$ cat config.mk
export PLATFORM = sky130hd
export DESIGN_NAME = seq_restoring_divider_8
export DESIGN_NICKNAME = d
export VERILOG_FILES = /design/src/rtl/div_pkg.sv /design/src/rtl/ripple_borrow_subtractor_8.sv /design/src/rtl/seq_restoring_divider_8.sv
export SDC_FILE = /design/constraint.sdc
export NUM_CORES = 1
export LEC_CHECK = 0
export ABC_CLOCK_PERIOD_IN_PS = 9900
export BUFFER_PORTS_ARGS = -buffer_cell sky130_fd_sc_hd__buf_2
export CAP_MARGIN = 20
export CORE_ASPECT_RATIO = 0.9
export CORE_MARGIN = 2
export CORE_UTILIZATION = 40
export CTS_CLUSTER_DIAMETER = 60
export DETAILED_ROUTE_END_ITERATION = 12
export HOLD_SLACK_MARGIN = 0.15
export PLACE_DENSITY_LB_ADDON = 0.2
export RECOVER_POWER = 25
export REMOVE_ABC_BUFFERS = 1
export SYNTH_ARGS = -nofsm -noshare
export SYNTH_HDL_FRONTEND = slang
export SYNTH_HIERARCHICAL = 1
export SYNTH_SLANG_ARGS = --single-unit
export TNS_END_PERCENT = 5
$ cat constraint.sdc
create_clock -name clk -period 9.9 [get_ports clk]
set_input_delay 1.98 -clock clk [delete_from_list [all_inputs] [get_ports clk]]
set_output_delay 1.98 -clock clk [all_outputs]
set_load 0.005 [all_outputs]
$ cat src/rtl/div_pkg.sv
// ============================================================================
// Module   : div_pkg
// Brief    : Shared state encoding and constants for the sequential divider.
// Revision : 1.0 - initial release
// ============================================================================
`default_nettype none

package div_pkg;

  localparam int DEFAULT_WIDTH = 8;

  localparam logic [DEFAULT_WIDTH-1:0] DBZ_QUOTIENT = '1;

  typedef enum logic [1:0] {
    IDLE = 2'd0,
    CALC = 2'd1,
    FIN  = 2'd2
  } state_t;

endpackage

`default_nettype wire

$ cat src/rtl/ripple_borrow_subtractor_8.sv
// ============================================================================
// Module   : ripple_borrow_subtractor_8
// Brief    : 8-bit a - b - bi built from a chain of full-subtractor cells.
// Revision : 1.0 - initial release
// ============================================================================
`default_nettype none

module ripple_borrow_subtractor_8 (
  input  logic [7:0] a,
  input  logic [7:0] b,
  input  logic       bi,
  output logic [7:0] d,
  output logic       bo
);

  logic [8:0] w_borrow;

  assign w_borrow[0] = bi;

  generate
    for (genvar i = 0; i < 8; i++) begin : g_cell
      assign d[i]            = a[i] ^ b[i] ^ w_borrow[i];
      assign w_borrow[i + 1] = (~a[i] & b[i]) | (~(a[i] ^ b[i]) & w_borrow[i]);
    end
  endgenerate

  assign bo = w_borrow[8];

endmodule

`default_nettype wire

$ cat src/rtl/seq_restoring_divider_8.sv
// ============================================================================
// Module   : seq_restoring_divider_8
// Brief    : Multi-cycle unsigned restoring divider, one quotient bit per clock.
// Revision : 1.0 - initial release
// ============================================================================
`default_nettype none

module seq_restoring_divider_8
  import div_pkg::*;
#(
  parameter int WIDTH = DEFAULT_WIDTH,
  parameter int CNT_W = 4
) (
  input  logic             clk,
  input  logic             rst_n,
  input  logic             start,
  input  logic [WIDTH-1:0] dividend,
  input  logic [WIDTH-1:0] divisor,
  output logic             busy,
  output logic             done,
  output logic [WIDTH-1:0] quotient,
  output logic [WIDTH-1:0] remainder,
  output logic             div_by_zero
);

  state_t           r_state;
  state_t           w_state_next;
  logic [WIDTH-1:0] r_q;
  logic [WIDTH-1:0] r_d;
  logic [WIDTH-1:0] r_rem;
  logic [CNT_W-1:0] r_cnt;

  logic             w_accept;
  logic             w_zero;
  logic             w_last;
  logic [WIDTH:0]   w_s;
  logic [WIDTH-1:0] w_diff;
  logic             w_bo;
  logic             w_borrow;
  logic [WIDTH-1:0] w_rem_next;
  logic [WIDTH-1:0] w_q_next;

  // FIN behaves like IDLE for new requests so divisions can issue back-to-back.
  assign w_accept = start && ((r_state == IDLE) || (r_state == FIN));
  assign w_zero   = (divisor == '0);
  assign w_last   = (r_state == CALC) && (r_cnt == CNT_W'(WIDTH - 1));

  assign w_s = {r_rem, r_q[WIDTH-1]};

  ripple_borrow_subtractor_8 u_sub (
    .a  (w_s[WIDTH-1:0]),
    .b  (r_d),
    .bi (1'b0),
    .d  (w_diff),
    .bo (w_bo)
  );

  // A set top bit of S means S exceeds any 8-bit divisor, so never restore.
  assign w_borrow   = ~w_s[WIDTH] & w_bo;
  assign w_rem_next = w_borrow ? w_s[WIDTH-1:0] : w_diff;
  assign w_q_next   = {r_q[WIDTH-2:0], ~w_borrow};

  always_ff @(posedge clk or negedge rst_n) begin
    if (!rst_n) begin
      r_state <= IDLE;
    end else begin
      r_state <= w_state_next;
    end
  end

  always_comb begin
    w_state_next = r_state;
    busy         = 1'b0;
    done         = 1'b0;
    case (r_state)
      IDLE: begin
        if (start) w_state_next = w_zero ? FIN : CALC;
      end
      CALC: begin
        busy = 1'b1;
        if (w_last) w_state_next = FIN;
      end
      FIN: begin
        done = 1'b1;
        if (start) w_state_next = w_zero ? FIN : CALC;
        else       w_state_next = IDLE;
      end
      default: w_state_next = IDLE;
    endcase
  end

  always_ff @(posedge clk or negedge rst_n) begin
    if (!rst_n) begin
      r_q   <= '0;
      r_d   <= '0;
      r_rem <= '0;
      r_cnt <= '0;
    end else if (w_accept && !w_zero) begin
      r_q   <= dividend;
      r_d   <= divisor;
      r_rem <= '0;
      r_cnt <= '0;
    end else if (r_state == CALC) begin
      r_q   <= w_q_next;
      r_rem <= w_rem_next;
      r_cnt <= r_cnt + CNT_W'(1);
    end
  end

  // Results load on the edge entering FIN so they are valid alongside done.
  always_ff @(posedge clk or negedge rst_n) begin
    if (!rst_n) begin
      quotient    <= '0;
      remainder   <= '0;
      div_by_zero <= 1'b0;
    end else if (w_accept && w_zero) begin
      quotient    <= DBZ_QUOTIENT;
      remainder   <= dividend;
      div_by_zero <= 1'b1;
    end else if (w_last) begin
      quotient    <= w_q_next;
      remainder   <= w_rem_next;
      div_by_zero <= 1'b0;
    end
  end

endmodule

`default_nettype wire

==> summary.md, run 1 <==
| Metric | Value |
|---|---|
| Area delta synth->final | `12.76%` |
| Buffers added on ports | `37` |
| H-tree Lvls | `2` |
| Post-synthesis adder-cell area fraction | `7.248%` |
| Count of final setup violators | `0` |
| Cts bufs inserted | `5` |
| Total track usage | `16.95%` |
| R2R Path End | `remainder[3]` |
| Crit-path max FO | `10` |
| Max Freq | `0.2299 GHz` |
| #FFs+latches synth | `47` |
| Num rows | `26` |
| Post-Route WL | `5071 µm` |
| Synth warn | `6` |
| Layout cells sized above 1 | `20.50%` |
| Peak supply drop | `0.1455 mV` |
| CTS tree | `yes` |
| Post-synth top flop | `dfrtp_1` |
| CTS Root Cell | `clkbuf_8` |
| Vias | `1785` |
| Drt first-iter violations | `77` |
| Core area | `5725 µm²` |
| RSZ-0062 raised after global routing | `false` |
| Slew margin rel. | `-29.92%` |
| Hold Vio Cnt, Final | `0` |
| Unique masters post-synth | `38` |
| First-pass GRT wire length | `8894 µm` |
| Simple-gate share of the synthesized area | `21.48%` |
| Most used cell, CP | `fa_1` |
| Final period utilization | `43.93%` |
| CP peak stage delay | `0.41 ns` |
| Flop2flop setup slack | `5.55 ns` |
| # nets final | `305` |
| Antenna Cells | `0` |
| CP Cell Sequence | `inv_1, fa_1, inv_1, fa_1, fa_1, fa_1, fa_1, fa_1, fa_1, inv_1, fa_1, inv_1, nand2b_1, mux2_2, mux2i_1, o21ai_0` |
| Post-cts resize count | `0` |
| Vias in the first global route | `1786` |
| WP data arrival | `4.50 ns` |
| Combinational family with the most area after synthesis | `simple AND/OR/NAND/NOR gates` |
| Hold-critical path depth | `2` |
| M1 GR Usage | `24.81%` |
| R2r startpoint | `r_d[0]` |
| Die W | `85.35 µm` |
| Worst-Margin Slew | `1.949 ns` |
| CP Launch Point | `r_d[0]` |
| CTS max path bufs | `2` |
| Pleak | `1.349 nW` |
| XOR/XNOR Fraction of Synth Area | `1.103%` |
| Residual DRC | `0` |
| Crit path launch type | `flip-flop` |
| Largest net degree at the start of global routing | `48` |
| Total power | `940.0 µW` |
| Slew Viols, Final | `38` |
| Mapped cell area | `2382 µm²` |
| Post-synth top cells | `64 x nand2_1, 47 x dfrtp_1, 19 x inv_1, 16 x nor2_1, 15 x nand3_1` |
| MaxCap Viol Count | `1` |
| Most frequent cell after synthesis | `nand2_1` |
| Initial antenna violation count | `0` |
| CTS hold repair buffers | `0` |
| Clock latency on the worst-skew pair | `0.30 ns` |
| Syn avg cell area | `9.684 µm²` |
| Main area contributors after synthesis | `dfrtp_1 49%, nand2_1 10%, fa_1 6.7%, mux2i_1 3.4%, nand3_1 3.2%` |
| CP required | `10.05 ns` |
| Synth Area in Compound Gates | `8.771%` |
| Total negative setup slack | `0 ns` |
| GRT overflow | `0` |
| Met2 Use GR | `25.86%` |
| Cell accounting for the most synthesized area | `dfrtp_1` |
| I/O pin count | `38` |
| Initial Utilization | `41.61%` |
| EDFF count, synth | `0` |
| Hold Crit Class | `reg -> reg` |
| Clock skew | `0.01645 ns` |
| Area share of the largest cell type after synthesis | `49.37%` |
| Reg clk slew, reported paths | `0.10 ns` |
| Vias/cell | `5.129` |
| Routed Antenna Nets | `0` |
| Async S/R FF share, synth | `100.0%` |
| Fin crit period | `4.349 ns` |
| Clk sinks | `47` |
| Final setup margin | `5.551 ns` |
| Drt wl/cell | `14.57 µm` |
| Die area | `6589 µm²` |
| Power Dens Cells | `349.9 nW/µm²` |
| DRT Pass-1 Iters | `4` |
| Fill count | `566` |
| R2R cell count | `16` |
| Mux cell area share after synthesis | `5.252%` |
| Final RePlAce weighted congestion | `0.7467` |
| Status | `complete, but fails checks` |
| Grt peak-use layer | `met2` |
| Met3 usage | `3.229%` |
| Pre-CTS WS | `5.536 ns` |
| Violated checks | `capacitance limit, slew limit` |
| Crit path capture | `remainder[3]` |
| Sequential fraction of the synthesis area | `49.37%` |
| HPWL after DPL | `3563 µm` |
| CP endpoint kind | `flip-flop` |
| Setup Fix Bufs, Post-CTS | `0` |
| Setup CP Type | `reg -> reg` |
| Mapped Cells | `246` |
| Die H | `77.21 µm` |
| Worst path slowest cell | `mux2_2` |
## where the power goes
part / total (mW) / internal, mW / switching (mW) / leakage (nW)
Combinational: 0.444 / 0.194 / 0.250 / 0.730
Clock: 0.145 / 0.0761 / 0.0687 / 0.0548
Sequential: 0.351 / 0.288 / 0.0633 / 0.564
## cell type report
class                      instances  area (µm²)  share of cell area (%)
multi-input combinational        166        1049                   39.03
tap                               70       87.58                   3.260
inverter                          19       71.32                   2.655
sequential                        47        1176                   43.78
clock buffer                       5       68.82                   2.562
timing repair buffer              38       187.7                   6.986
clock inverter                     3       46.29                   1.723
## through the flow
step	utilization (%)	instance area, µm²	instances	hold slack [ns]
after floorplan	-	2296	232	0.4457
after global placement	44.86	2569	339	0.4581
after detailed placement	44.86	2569	339	0.4629
after CTS	46.88	2684	347	0.4877
after global routing	46.92	2686	348	0.5270
final	46.92	2686	348	0.4778
## metal layers
metal | wire length, µm | vias up
met5 | 0 | -
met4 | 68 | 0
met3 | 191 | 8
met2 | 2278 | 36
met1 | 2533 | 879
li1 | - | 862
## worst max-delay path: cells and delay by family, from the launching register on
family / cells / cell delay, ns
AOI/OAI and AO/OA: 1 / 0.10
adders and majority gates: 8 / 2.58
buffers and inverters: 4 / 0.25
DFF: 1 / 0.40
muxes: 2 / 0.53
and+or+nand+nor: 1 / 0.36
## state kept, by name, summed over array words and instances, names as in the netlist
name	flops
quotient	8
div_by_zero	1
r_q	8
r_state	2
r_d	8
remainder	8
r_cnt	4
r_rem	8
## logic make-up after synthesis
| group | Yosys count |
|---|---|
| simple gates | 111 |
| flops | 47 |
| buf+inv | 33 |
| compound gates | 30 |
| mux | 12 |
| fa+ha+maj | 9 |
| xor+xnor | 3 |
| other cells | 1 |
## cell usage in the layout (no fill, tap or decap)
master / synthesis / routed
a21oi_1: 4 / 4
nand3_2: 1 / 1
xnor2_1: 1 / 1
nand4_1: 1 / 1
o21ai_0: 8 / 8
bufinv_16: 0 / 1
and3b_1: 1 / 1
nor3_4: 1 / 1
a211oi_1: 3 / 3
inv_6: 0 / 1
nor2b_1: 1 / 1
nand3_1: 15 / 15
a31oi_1: 4 / 4
nor3_2: 2 / 2
or3_4: 1 / 1
xor2_1: 2 / 2
o21bai_4: 1 / 1
o21ba_1: 1 / 1
nand2_1: 64 / 64
a21o_1: 3 / 3
nor3_1: 2 / 2
clkbuf_8: 0 / 5
nor2_1: 16 / 16
a22oi_1: 4 / 4
fa_1: 8 / 8
and2_1: 1 / 1
clkbuf_1: 3 / 2
or4_4: 2 / 2
inv_1: 19 / 19
buf_2: 6 / 36
a211oi_2: 1 / 1
nand2b_1: 3 / 3
o211ai_1: 1 / 1
dfrtp_1: 47 / 47
ha_1: 1 / 1
mux2i_1: 8 / 8
clkinvlp_4: 0 / 1
mux2_2: 4 / 4
conb_1: 1 / 1
## worst min-delay path by stage
stage	end	slack (ns)	from
4_1_cts	div_by_zero	0.49	div_by_zero
3_3_place_gp	div_by_zero	0.46	div_by_zero
3_5_place_dp	div_by_zero	0.46	div_by_zero
5_1_grt	r_d[7]	0.53	r_d[7]
2_1_floorplan	r_d[0]	0.45	r_d[0]
6_report	div_by_zero	0.48	div_by_zero
(Power assumes the default switching activity.)
==> inputs of run 2 (changes only) <==
--- a/config.mk
+++ b/config.mk
@@ -5,7 +5,7 @@
 export SDC_FILE = /design/constraint.sdc
 export NUM_CORES = 1
 export LEC_CHECK = 0
-export ABC_CLOCK_PERIOD_IN_PS = 9900
+export ABC_CLOCK_PERIOD_IN_PS = 3900
 export BUFFER_PORTS_ARGS = -buffer_cell sky130_fd_sc_hd__buf_2
 export CAP_MARGIN = 20
 export CORE_ASPECT_RATIO = 0.9
==> constraint.sdc (replaced) <==
create_clock -name clk -period 3.9 [get_ports clk]
set_input_delay 0.78 -clock clk [delete_from_list [all_inputs] [get_ports clk]]
set_output_delay 0.78 -clock clk [all_outputs]
set_load 0.005 [all_outputs]
==> summary.md, run 2 (synthesis results as in run 1) <==
| Metric | Value |
|---|---|
| Die area | `6589 µm² (unchanged)` |
| Clock skew | `0.006165 ns (-0.01028 ns)` |
| Die W | `85.35 µm (unchanged)` |
| Initial Utilization | `41.61% (unchanged)` |
| Violated checks | `capacitance limit, slew limit, setup timing` |
| R2R cell count | `17 (+1)` |
| Reg clk slew, reported paths | `0.09 ns (about the same)` |
| Hold Vio Cnt, Final | `0 (unchanged)` |
| FF+latch area | `1176 µm² (unchanged)` |
| First-pass GRT wire length | `9211 µm (+3.6%)` |
| Num rows | `26 (unchanged)` |
| Post-Route WL | `5152 µm (+1.6%)` |
| DRT Pass-1 Iters | `4 (unchanged)` |
| Total negative setup slack | `-0.09808 ns (-0.09808 ns)` |
| Drt first-iter violations | `80 (+3.9%)` |
| Cts bufs inserted | `5 (unchanged)` |
| Worst path slowest cell | `dfrtp_1` |
| Area delta synth->final | `17.59%` |
| Drt wl/cell | `14.43 µm (-0.96%)` |
| Die H | `77.21 µm (unchanged)` |
| Layout cells sized above 1 | `28.22% (+7.7 points)` |
| RSZ-0062 raised after global routing | `true` |
| H-tree Lvls | `2 (unchanged)` |
| CP Cell Sequence | `inv_2, fa_2, inv_2, fa_2, fa_2, fa_2, fa_2, fa_2, fa_2, inv_2, fa_2, inv_1, nand2b_1, buf_6, mux2_2, mux2i_1, o21ai_1` |
| Peak supply drop | `0.3267 mV (+120%)` |
| Status | `complete, but fails checks` |
| Area of the multi-input gates | `1090 µm² (+3.9%)` |
| Largest net degree at the start of global routing | `48 (unchanged)` |
| Final RePlAce weighted congestion | `0.7868 (+5.4%)` |
| Crit path launch type | `flip-flop` |
| Fill count | `572 (+1.1%)` |
| CTS max path bufs | `2 (unchanged)` |
| Residual DRC | `0 (unchanged)` |
| CTS Root Cell | `clkbuf_8` |
| CTS hold repair buffers | `0 (unchanged)` |
| Buffers added on ports | `37 (unchanged)` |
| Crit-path max FO | `6 (-4)` |
| I/O pin count | `38 (unchanged)` |
| Final setup margin | `-0.04905 ns (-5.600 ns)` |
| CP peak stage delay | `0.39 ns (-0.02 ns)` |
| Vias/cell | `5.078 (-0.99%)` |
| Setup CP Type | `reg -> reg` |
| CP endpoint kind | `flip-flop` |
| Core area | `5725 µm² (unchanged)` |
| Total power | `2.630 mW (+180%)` |
| Slew margin rel. | `-34.13% (-4.2 points)` |
| Count of final setup violators | `5 (+5)` |
| Max Freq | `0.2532 GHz (+10%)` |
| Most frequent cells in the layout | `64 x nand2_1, 47 x dfrtp_1, 36 x buf_2` |
| Total track usage | `17.74% (+0.79 points)` |
| Slew Viols, Final | `37 (-2.6%)` |
| Routed Antenna Nets | `0 (unchanged)` |
| Vias in the first global route | `1923 (+7.7%)` |
| Post-Layout Cell Count | `357 (+2.6%)` |
| Power Dens Cells | `938.6 nW/µm² (+170%)` |
| R2R Path End | `remainder[0]` |
| Clk sinks | `47 (unchanged)` |
| Worst-Margin Slew | `2.012 ns (+0.06314 ns)` |
| Antenna Cells | `0 (unchanged)` |
| # nets final | `314 (+3.0%)` |
| R2r startpoint | `r_d[0]` |
| GRT overflow | `0 (unchanged)` |
| Final period utilization | `101.3% (+57 points)` |
| Flop2flop setup slack | `-0.05 ns (-5.60 ns)` |
| CP required | `4.07 ns (-5.98 ns)` |
| WP data arrival | `4.12 ns (-0.38 ns)` |
| Initial antenna violation count | `0 (unchanged)` |
| Fin crit period | `3.949 ns (-0.4002 ns)` |
| Worst hold margin | `0.4565 ns (-0.02127 ns)` |
| MaxCap Viol Count | `1 (unchanged)` |
| Hold Crit Class | `in -> async` |
| Most used cell, CP | `fa_2` |
| HPWL after DPL | `3583 µm (+0.56%)` |
| CTS tree | `yes` |
| Vias | `1813 (+1.6%)` |
| Placed cells | `347 (+2.4%)` |
| Most common cell after layout, fill and taps aside | `nand2_1` |
| Pleak | `1.384 nW (+2.6%)` |
| Clock latency on the worst-skew pair | `0.30 ns (about the same)` |
[run 2: power breakdown]
part	leakage, nW	total (mW)	switching, mW	internal, mW
Combinational	0.759	1.36	0.706	0.653
Clock	0.0612	0.374	0.167	0.208
Sequential	0.564	0.896	0.165	0.731
[run 2: layout make-up]
cell class	instances	share of cell area [%]
clock buffer	6	2.948
clock inverter	2	1.251
inverter	19	2.546
multi-input combinational	166	38.90
sequential	47	41.98
tap	70	3.126
timing repair buffer	47	9.245
[run 2: worst max-delay path, delay by kind of cell (launching register included)]
family	cells	cell delay, ns
AOI/OAI and AO/OA	1	0.08
adders and majority gates	8	2.41
muxes	2	0.51
and+or+nand+nor	1	0.09
DFF	1	0.39
buffers and inverters	5	0.33
[run 2: timing repair]
| action | CTS | global route |
|---|---|---|
| endpoints found under the setup margin | 16 | 16 |
| gates resized for setup | 10 | 10 |
| setup buffers | 1 | 0 |
[run 2: worst max path at each step]
stage / start / to / slack (ns) / cells after the start
global placement: r_d[0] / remainder[4] / -0.22 / 17
global route: r_d[0] / remainder[0] / -0.23 / 17
CTS: r_d[0] / remainder[0] / -0.07 / 17
floorplan: r_d[0] / remainder[0] / -0.21 / 16
finish: r_d[0] / remainder[0] / -0.05 / 17
detailed placement: r_d[0] / remainder[0] / -0.31 / 17
[run 2: stage by stage]
step / utilization (%) / setup WS [ns] / area (µm²)
floorplan: - / -0.2059 / 2296
global placement: 45.91 / -0.2154 / 2629
detailed placement: 45.91 / -0.3096 / 2629
CTS: 48.65 / -0.07103 / 2785
global route: 48.93 / -0.2268 / 2801
finish: 48.93 / -0.04905 / 2801
[run 2: metal layers]
layer	vias to the layer above	track usage, %	share of wire (%)
met5	-	0	0
li1	875	-	-
met4	0	4.762	1.2
met2	41	27.81	45
met1	889	24.83	49
met3	8	3.983	4.5
==> inputs of run 3 (changes only) <==
--- a/config.mk
+++ b/config.mk
@@ -5,6 +5,7 @@
 export SDC_FILE = /design/constraint.sdc
 export NUM_CORES = 1
 export LEC_CHECK = 0
+export ABC_AREA = 1
 export ABC_CLOCK_PERIOD_IN_PS = 3900
 export BUFFER_PORTS_ARGS = -buffer_cell sky130_fd_sc_hd__buf_2
 export CAP_MARGIN = 20
==> summary.md, run 3 <==
| Metric | Value |
|---|---|
| Slew Viols, Final | `40 (+8.1%)` |
| Unique masters post-synth | `25 (-34%)` |
| Post-synth top cells | `107 x nand2_1, 51 x inv_1, 47 x dfrtp_1, 46 x nand3_1` |
| GRT overflow | `0 (unchanged)` |
| Clock skew | `0.008287 ns (+0.002122 ns)` |
| Routed Antenna Nets | `0 (unchanged)` |
| CP bufs+invs | `6 (+1)` |
| Final RePlAce weighted congestion | `0.7889 (+0.27%)` |
| R2R cell count | `21 (+4)` |
| Clk sinks | `47 (unchanged)` |
| Synth warn | `6 (unchanged)` |
| Max Freq | `0.2659 GHz (+5.0%)` |
| FF+latch area | `1176 µm² (unchanged)` |
| Post-synth top flop | `dfrtp_1` |
| Largest net degree at the start of global routing | `48 (unchanged)` |
| HPWL after DPL | `3789 µm (+5.8%)` |
| CTS tree | `yes` |
| Hold Vio Cnt, Final | `0 (unchanged)` |
| Die H | `81.29 µm (+5.3%)` |
| Num rows | `28 (+7.7%)` |
| Mapped cell area | `2655 µm² (+11%)` |
| Die W | `89.88 µm (+5.3%)` |
| WP data arrival | `4.01 ns (-0.11 ns)` |
| MaxCap Viol Count | `1 (unchanged)` |
| Vias/cell | `4.618 (-9.1%)` |
| DRT Pass-1 Iters | `4 (unchanged)` |
| R2R Path End | `remainder[0]` |
| Clock latency on the worst-skew pair | `0.31 ns (about the same)` |
| Post-Route WL | `5784 µm (+12%)` |
| CTS hold repair buffers | `0 (unchanged)` |
| Area delta synth->final | `14.33%` |
| Initial antenna violation count | `0 (unchanged)` |
| Hold Crit Class | `in -> async` |
| Most used cell, CP | `nand2_1` |
| Sequential fraction of the synthesis area | `44.30% (-5.1 points)` |
| Total track usage | `16.97% (-0.77 points)` |
| Fill count | `705 (+23%)` |
| # nets final | `403 (+28%)` |
| Residual DRC | `0 (unchanged)` |
| Syn avg cell area | `7.926 µm² (-18%)` |
| Worst path slowest cell | `dfrtp_1` |
| CP Launch Point | `r_d[0]` |
| H-tree Lvls | `2 (unchanged)` |
| Critical Path Stages | `21 (+4)` |
| Violated checks | `capacitance limit, slew limit` |
| Initial Utilization | `40.74% (-0.86 points)` |
| Most common cell after layout, fill and taps aside | `nand2_1` |
| Slew margin rel. | `-41.51% (-7.4 points)` |
| Layout cells sized above 1 | `20.48% (-7.7 points)` |
| Most frequent cell after synthesis | `nand2_1` |
| Core area | `6516 µm² (+14%)` |
| Flop2flop setup slack | `0.14 ns (+0.19 ns)` |
| Async S/R FF share, synth | `100.0% (unchanged)` |
| CP Cell Sequence | `inv_1, fa_1, inv_1, fa_2, fa_2, fa_2, fa_2, fa_2, fa_1, inv_1, fa_1, inv_2, nand2_4, buf_12, buf_4, nand2_1, nand2_1, nand2_1, nand2_1, nand2_1, nand2_1` |
| Count of final setup violators | `0 (-5)` |
| Main area contributors after synthesis | `dfrtp_1 44%, nand2_1 15%, nand3_1 8.7%, inv_1 7.2%, fa_1 6.0%` |
| Vias in the first global route | `2045 (+6.3%)` |
| First-pass GRT wire length | `9722 µm (+5.5%)` |
| CP required | `4.15 ns (+0.08 ns)` |
| I/O pin count | `38 (unchanged)` |
| Crit-path max FO | `7 (+1)` |
| Die area | `7306 µm² (+11%)` |
| Peak supply drop | `0.2710 mV (-17%)` |
| Area share of the largest cell type after synthesis | `44.30% (-5.1 points)` |
| R2r startpoint | `r_d[0]` |
| Placed cell area | `2868 µm² (+9.1%)` |
| Post-layout util | `46.58% (-2.3 points)` |
| Drt first-iter violations | `93 (+16%)` |
| Fin crit period | `3.760 ns (-0.1889 ns)` |
| RSZ-0062 raised after global routing | `true` |
| Status | `complete, but fails checks` |
| Setup CP Type | `reg -> reg` |
| Reg clk slew, reported paths | `0.10 ns (about the same)` |
| Vias | `2152 (+19%)` |
| Non-Filler Cell Area, Final | `3035 µm² (+8.4%)` |
| #FFs+latches synth | `47 (unchanged)` |
| Crit path capture | `remainder[0]` |
| Power Dens Cells | `889.7 nW/µm² (-5.2%)` |
| CTS max path bufs | `2 (unchanged)` |
| Area of the multi-input gates | `1166 µm² (+7.0%)` |
| Crit path launch type | `flip-flop` |
| CP peak stage delay | `0.40 ns (about the same)` |
| Cts bufs inserted | `5 (unchanged)` |
| Cell accounting for the most synthesized area | `dfrtp_1` |
| Buffers added on ports | `37 (unchanged)` |
| EDFF count, synth | `0 (unchanged)` |
| CTS Root Cell | `clkbuf_8` |
| Antenna Cells | `0 (unchanged)` |
| CP endpoint kind | `flip-flop` |
| Mapped Cells | `335 (+36%)` |
| Total power | `2.701 mW (+2.7%)` |
| Worst-Margin Slew | `2.123 ns (+0.1108 ns)` |
| Final period utilization | `96.41% (-4.8 points)` |
| Pleak | `1.693 nW (+22%)` |
| Most frequent cells in the layout | `107 x nand2_1, 50 x inv_1, 47 x dfrtp_1` |
| Drt wl/cell | `12.41 µm (-14%)` |
| Top delay family on crit path | `adder cells` |
-- run 3: cell types whose count changed after synthesis, sizes merged, moves of 8 or more --
cell and delta:
nand2 +49, nand3 +30, o21ai +10, inv +35
mux2i -8
-- run 3: final cells by class --
class                   instances  share of cell area (%)
well taps                      90                   3.710
clock inverters                 3                  0.8244
multi-input cells             219                   38.42
clock buffers                   5                   2.267
inverters                      54                   6.843
repair buffers                 48                   9.192
flip-flops and latches         47                   38.75
-- run 3: through the flow --
stage	std cells	worst slack [ns]	hold slack, ns	setup TNS, ns
after floorplan	320	0.09458	0.4491	0
after global placement	453	-0.009228	0.4510	-0.01703
after detailed placement	453	-0.1016	0.4623	-0.6212
after CTS	461	0.03529	0.4875	0
after global routing	466	-0.06545	0.4392	-0.2134
final	466	0.1399	0.3979	0
-- run 3: timing repair --
item | CTS | global route
pin swaps | 1 | 2
endpoints found under the setup margin | 15 | 18
setup buffers | 0 | 4
gates resized for setup | 4 | 12
-- run 3: how the worst min path moves through the flow --
stage                              to  cells after the start         from  slack [ns]
final                          r_d[1]                      1        rst_n        0.40
after global routing           r_d[1]                      1        rst_n        0.44
after detailed placement  div_by_zero                      2  div_by_zero        0.46
after floorplan                r_d[0]                      2       r_d[0]        0.45
after global placement    div_by_zero                      2  div_by_zero        0.45
after CTS                 div_by_zero                      2  div_by_zero        0.49
-- run 3: logic make-up (layout without fill, tap and decap cells) --
kind of cell             after synthesis  in the layout  synth area share, %
XOR/XNOR                               1              1               0.3299
AND/OR/NAND/NOR                      183            183                30.63
buffers and inverters                 69            110                12.72
AO/OA/AOI/OAI                         25             25                5.372
other                                  1              1               0.1412
adder cells (fa/ha/maj)                9              9                6.503
flip-flops                            47             47                44.30
-- run 3: metal layers --
layer / share of wire (%) / wire length (µm) / track usage [%] / vias up
li1: - / - / - / 1105
met1: 48 / 2797 / 21.54 / 1007
met2: 46 / 2651 / 28.48 / 34
met3: 4.1 / 240 / 4.360 / 6
met4: 1.6 / 95 / 6.308 / 0
met5: 0 / 0 / 0 / -
-- run 3: report_power, final --
group	total, mW	internal (mW)	switching (mW)
combinational	1.51	0.645	0.864
clock	0.310	0.129	0.182
sequential	0.882	0.727	0.155
